--- src/rtl/uart_pkg.sv ---
`default_nettype none
// ============================================================================
// Module  : uart_pkg
// Purpose : Shared types and line-level constants for the UART transmit path.
//           tx_state_e      - frame sequencer states
//           START_BIT       - line level of the start bit
//           STOP_BIT        - line level of the stop bit
//           IDLE_LEVEL      - line level between frames
// Revision: 1.0 - initial release
// ============================================================================
package uart_pkg;

  typedef enum logic [2:0] {
    IDLE   = 3'd0,
    START  = 3'd1,
    DATA   = 3'd2,
    PARITY = 3'd3,
    STOP   = 3'd4
  } tx_state_e;

  localparam logic START_BIT  = 1'b0;
  localparam logic STOP_BIT   = 1'b1;
  localparam logic IDLE_LEVEL = 1'b1;

endpackage : uart_pkg
`default_nettype wire

--- src/rtl/uart_tx_serializer.sv ---
`default_nettype none
// ============================================================================
// Module  : uart_tx_serializer
// Purpose : Payload shift register and data-bit counter for the TX framer.
// Ports   : CLK, RST        - bit clock, asynchronous active-low reset
//           load_i          - capture data_i, clear the bit counter
//           shift_en_i      - advance to the next payload bit
//           data_i          - parallel payload
//           ser_data_o      - bit to drive onto the line at this edge
//           ser_done_o      - the bit currently on the line is the last one
// Revision: 1.0 - initial release
// ============================================================================
module uart_tx_serializer #(
  parameter int DATA_WIDTH = 8
) (
  input  logic                  CLK,
  input  logic                  RST,
  input  logic                  load_i,
  input  logic                  shift_en_i,
  input  logic [DATA_WIDTH-1:0] data_i,
  output logic                  ser_data_o,
  output logic                  ser_done_o
);

  localparam int CNT_W = (DATA_WIDTH > 1) ? $clog2(DATA_WIDTH) : 1;

  logic [DATA_WIDTH-1:0] shreg_q, shreg_d;
  logic [CNT_W-1:0]      cnt_q, cnt_d;

  // While in DATA, shreg_q[0] is the bit on the line and cnt_q its index.
  assign ser_done_o = (cnt_q == CNT_W'(DATA_WIDTH - 1));

  // The edge that shifts also drives the following bit, so the line gets
  // shreg_q[1] on a shift and shreg_q[0] (bit 0) on the edge leaving START.
  generate
    if (DATA_WIDTH > 1) begin : g_wide
      assign ser_data_o = shift_en_i ? shreg_q[1] : shreg_q[0];
    end else begin : g_narrow
      assign ser_data_o = shreg_q[0];
    end
  endgenerate

  always_comb begin
    shreg_d = shreg_q;
    cnt_d   = cnt_q;
    if (load_i) begin
      shreg_d = data_i;
      cnt_d   = '0;
    end else if (shift_en_i) begin
      shreg_d = shreg_q >> 1;
      cnt_d   = ser_done_o ? '0 : cnt_q + CNT_W'(1);
    end
  end

  always_ff @(posedge CLK or negedge RST) begin
    if (!RST) begin
      shreg_q <= '0;
      cnt_q   <= '0;
    end else begin
      shreg_q <= shreg_d;
      cnt_q   <= cnt_d;
    end
  end

endmodule : uart_tx_serializer
`default_nettype wire

--- src/rtl/uart_tx_ctrl.sv ---
`default_nettype none
// ============================================================================
// Module  : uart_tx_ctrl
// Purpose : UART transmit frame sequencer: start bit, LSB-first payload,
//           optional parity, stop bit; one bit per CLK cycle.
// Ports   : CLK, RST        - TX bit clock, asynchronous active-low reset
//           P_DATA          - parallel payload
//           Data_Valid      - payload-valid strobe
//           PAR_EN          - insert parity bit
//           PAR_TYP         - parity type, used only by the parity block
//           par_bit         - parity result from the parity calculator
//           par_load        - accept strobe, loads the parity calculator
//           par_data        - payload copy for the parity calculator
//           TX_OUT          - serial line (registered)
//           busy            - frame in progress (registered)
//           tx_done         - high during the stop-bit cycle (registered)
// Revision: 1.0 - initial release
// ============================================================================
module uart_tx_ctrl
  import uart_pkg::*;
#(
  parameter int DATA_WIDTH = 8
) (
  input  logic                  CLK,
  input  logic                  RST,
  input  logic [DATA_WIDTH-1:0] P_DATA,
  input  logic                  Data_Valid,
  input  logic                  PAR_EN,
  input  logic                  PAR_TYP,
  input  logic                  par_bit,
  output logic                  par_load,
  output logic [DATA_WIDTH-1:0] par_data,
  output logic                  TX_OUT,
  output logic                  busy,
  output logic                  tx_done
);

  tx_state_e state_q, state_d;
  logic      tx_q, tx_d;
  logic      busy_q, busy_d;
  logic      done_q, done_d;
  logic      par_en_q, par_en_d;
  logic      ser_load, ser_shift, ser_data, ser_done;
  logic      ready, accept;

  // Parity type only matters to the external calculator.
  logic unused_par_typ;
  assign unused_par_typ = PAR_TYP;

  // A new byte may enter from IDLE or during the stop bit (back-to-back).
  assign ready    = (state_q == IDLE) || (state_q == STOP);
  assign accept   = Data_Valid & ready;
  assign par_load = accept & RST;
  assign par_data = P_DATA;

  assign TX_OUT  = tx_q;
  assign busy    = busy_q;
  assign tx_done = done_q;

  uart_tx_serializer #(
    .DATA_WIDTH (DATA_WIDTH)
  ) u_ser (
    .CLK        (CLK),
    .RST        (RST),
    .load_i     (ser_load),
    .shift_en_i (ser_shift),
    .data_i     (P_DATA),
    .ser_data_o (ser_data),
    .ser_done_o (ser_done)
  );

  always_comb begin
    state_d   = state_q;
    tx_d      = tx_q;
    busy_d    = busy_q;
    done_d    = 1'b0;
    par_en_d  = par_en_q;
    ser_load  = 1'b0;
    ser_shift = 1'b0;
    case (state_q)
      IDLE, STOP: begin
        if (accept) begin
          state_d  = START;
          tx_d     = START_BIT;
          busy_d   = 1'b1;
          par_en_d = PAR_EN;
          ser_load = 1'b1;
        end else begin
          state_d  = IDLE;
          tx_d     = IDLE_LEVEL;
          busy_d   = 1'b0;
        end
      end
      START: begin
        state_d = DATA;
        tx_d    = ser_data;
      end
      DATA: begin
        ser_shift = 1'b1;
        if (ser_done) begin
          if (par_en_q) begin
            state_d = PARITY;
            tx_d    = par_bit;
          end else begin
            state_d = STOP;
            tx_d    = STOP_BIT;
            done_d  = 1'b1;
          end
        end else begin
          tx_d = ser_data;
        end
      end
      PARITY: begin
        state_d = STOP;
        tx_d    = STOP_BIT;
        done_d  = 1'b1;
      end
      default: begin
        state_d = IDLE;
        tx_d    = IDLE_LEVEL;
        busy_d  = 1'b0;
      end
    endcase
  end

  always_ff @(posedge CLK or negedge RST) begin
    if (!RST) begin
      state_q  <= IDLE;
      tx_q     <= IDLE_LEVEL;
      busy_q   <= 1'b0;
      done_q   <= 1'b0;
      par_en_q <= 1'b0;
    end else begin
      state_q  <= state_d;
      tx_q     <= tx_d;
      busy_q   <= busy_d;
      done_q   <= done_d;
      par_en_q <= par_en_d;
    end
  end

endmodule : uart_tx_ctrl
`default_nettype wire
--- config.mk ---
export PLATFORM = sky130hd
export DESIGN_NAME = uart_tx_ctrl
export DESIGN_NICKNAME = d
export VERILOG_FILES = /design/src/rtl/uart_pkg.sv /design/src/rtl/uart_tx_serializer.sv /design/src/rtl/uart_tx_ctrl.sv
export SDC_FILE = /design/constraint.sdc
export NUM_CORES = 1
export LEC_CHECK = 0
export BUFFER_PORTS_ARGS = -buffer_cell sky130_fd_sc_hd__buf_2
export CAP_MARGIN = 20
export CORE_MARGIN = 4
export CORE_UTILIZATION = 50
export DETAILED_ROUTE_END_ITERATION = 7
export PLACE_DENSITY = 0.78
export SKIP_LAST_GASP = 1
export SLEW_MARGIN = 30
export SYNTH_ARGS = -nofsm -noshare
export SYNTH_HDL_FRONTEND = slang
export SYNTH_SLANG_ARGS = --single-unit
--- constraint.sdc ---
create_clock -name CLK -period 2 [get_ports CLK]
set_input_delay 0.4 -clock CLK [delete_from_list [all_inputs] [get_ports CLK]]
set_output_delay 0.4 -clock CLK [all_outputs]
set_load 0.02 [all_outputs]
==> results.toml <==
[global_routing]
grt_pass1_vias = 661
grt_pass1_wl_mm = 2.849
grt_antenna_before_repair = 0
grt_overflow_total = 0
grt_max_degree = 19
track_usage_pct = 14.97

[placed_design]
place.gp.congestion = 0.7705
dp_slack_ns = 0.5327
place_hpwl_mm = 1.291
numPortBuffers = 24

[final_layout]
post-route-util_pct = 59.28
nFillCells = 166
area_growth_pct = 10.56
nNetsFinal = 132
n_antenna_cell = 0
layout-drive-gt1-share_pct = 31.30

[logic_synthesis]
yosysTopAreaCell = "dfrtp_1"
synth_cell_types = 28
synth_top_area_share_pct = 45.45
avgSynthCellArea_um2 = 9.550
syn_nets = 114
synth_warnings = 0
netlist_area_um2 = 935.9
synthCells = 98
synth-seq-cells = 18
netlist_top_cells_area = "dfrtp_1, a21oi_1, buf_4"
seq_area_frac_synth_pct = 48.26

[timing]
fin_ws_ns = 0.2295
fin_hold_ws_ns = 0.05359
setup_viol = 0
tightest_slew_ns = 0.4146
finalClockSkew_ns = 0.004212
max_freq_mhz = 564.8
drv_slew = 0
fin_crit_ns = 1.770
max_slew_margin_pct = 72.33
fin_tns_setup_ns = 0
fin_crit_sh_pct = 88.52
rsz0062_at_grt = "no"
finalHoldViolCount = 0

[die]
initial_core_util_pct = 53.62
pin_count = 26
chipWidth_um = 51.27
design.die.area_mm2 = 0.002628
placementRows = 15
core_area_mm2 = 0.001745
die_y_um = 51.27

[clocking]
clock-sinks = 18
clk_latency_ns = 0.30
clockBufferDepth = 2
post-cts-setup-buffers = 0
cts_buffers = 3
cts_tree = "done"
clk_pin_slew_worst_paths_ns = 0.11
post_cts_resized = 0
clock-root-buffer = "clkbuf_4"
htreeDepth = 1
ctsHoldBuffers = 0

[power_and_ir_drop]
clkPwrFrac_pct = 15.7
power_leakage_nw = 0.5052
power_switching_mw = 0.5783
internal_power_mw = 0.8889
max-vdd-ir-drop_uv = 772.6
power.density_mw_per_mm2 = 1418
power_frac_comb_pct = 39.1
p_seq_share_pct = 45.3
total_power_mw = 1.467
switching_share_pct = 39.42

[route]
dr.pass1.iters = 4
antenna_left = 0
dr.first_iter.drc_count = 2
drc = 0
vias_per_cell = 5.186
num_vias = 726
drt-total-wl_mm = 1.752
wl_per_cell_um = 12.51

[critical_path]
reg2reg_depth = 3
crit_required_ns = 1.60
end_kind = "primary output"
critical_path_peak_fanout = 11
crit_type = "reg -> out"
critPathArrivalTime_ns = 1.37
startpoint_type = "register"

[status]
outcome = "complete, no violations"

[job]
maxCapViolations = 0

[hold_path]
hold_class = "in -> async"
-- placed cells by master (no fill, tap or decap) --
master,n
dfstp_2,1
nand3_1,2
dfrtp_1,17
clkbuf_4,3
nor3_1,3
buf_4,2
o21ai_0,3
nand2b_1,1
a211oi_1,2
or3_1,1
clkbuf_8,1
nor3b_1,1
nor4_1,1
and2_1,1
ha_1,2
and2b_2,1
nor3b_2,1
nand2_1,15
buf_2,24
o22ai_2,1
a21oi_1,15
nor3b_4,1
nor2_1,8
o21ba_2,1
or3b_1,2
inv_1,2
o22ai_1,1
o21ai_1,1
a22oi_1,1
-- Yosys cell counts --
cell,count
dfstp_2,1
nor3_1,3
a21oi_1,15
o21ba_2,1
nand3_1,2
nor3b_2,1
or3b_1,2
nor2_1,8
buf_4,8
buf_6,3
nand2_1,15
dfrtp_1,17
nand2b_1,1
o22ai_1,1
nor4_1,1
and2b_2,1
and2_1,1
nor3b_4,1
a211oi_1,2
inv_1,2
a22oi_1,1
o22ai_2,1
or3_1,1
o21ai_1,1
ha_1,2
nor3b_1,1
buf_2,2
o21ai_0,3
-- metal layers --
metal	track usage [%]	part of all wire [%]
met1	18.97	44
met2	22.10	47
met3	4.665	6.4
met4	9.170	2.6
met5	0	0
-- cells by family after synthesis --
family	count (synthesis)	synth area share (%)
flops	18	48.26
fa+ha+maj	2	2.673
buf+inv	15	11.90
simple gates	38	21.53
compound gates	25	15.64
-- through the flow --
| step | instance area [um^2] | std cells |
|---|---|---|
| after floorplan | 935.9 | 98 |
| after global placement | 998.5 | 136 |
| after detailed placement | 998.5 | 136 |
| after CTS | 1035 | 140 |
| after global routing | 1035 | 140 |
| final | 1035 | 140 |
-- worst max-delay path: stages, from the launching register on --
cell and delay (ns):
dfrtp_1 0.52, nor3b_2 0.24, and2_1 0.15, buf_2 0.16
-- flip-flops by register name, summed over array words and instances (netlist names) --
| name | cells |
|---|---|
| TX_OUT | 1 |
| busy | 1 |
| par_en_q | 1 |
| state_q | 3 |
| tx_done | 1 |
| u_ser.cnt_q | 3 |
| u_ser.shreg_q | 8 |
-- final timing paths --
check | start | to | slack (ns)
worst max-delay path | state_q[0] | par_load | 0.23
worst min-delay path | RST | u_ser.shreg_q[2] | 0.05
worst max register to register | state_q[0] | u_ser.shreg_q[1] | 0.51
worst min register to register | u_ser.shreg_q[5] | u_ser.shreg_q[5] | 0.51
max in group asynchronous | RST | TX_OUT | 1.70
min in group CLK | P_DATA[7] | u_ser.shreg_q[7] | 0.30
-- area by class of cell --
type | count | area, um^2 | area share, %
timing repair buffer | 26 | 135.1 | 13.06
multi-input combinational | 65 | 372.9 | 36.03
tap | 25 | 31.28 | 3.023
clock buffer | 4 | 36.28 | 3.507
inverter | 2 | 7.507 | 0.7255
sequential | 18 | 451.7 | 43.65
-- power groups by stage --
| stage | clock (mW) | sequential, mW | combinational (mW) |
|---|---|---|---|
| after floorplan | 0 | 0.652 | 0.491 |
| after global placement | 0 | 0.662 | 0.556 |
| after detailed placement | 0 | 0.673 | 0.576 |
| after CTS | 0.233 | 0.664 | 0.580 |
| after global routing | 0.253 | 0.682 | 0.642 |
| final | 0.230 | 0.664 | 0.573 |
Power figures use the tool's default switching activity.
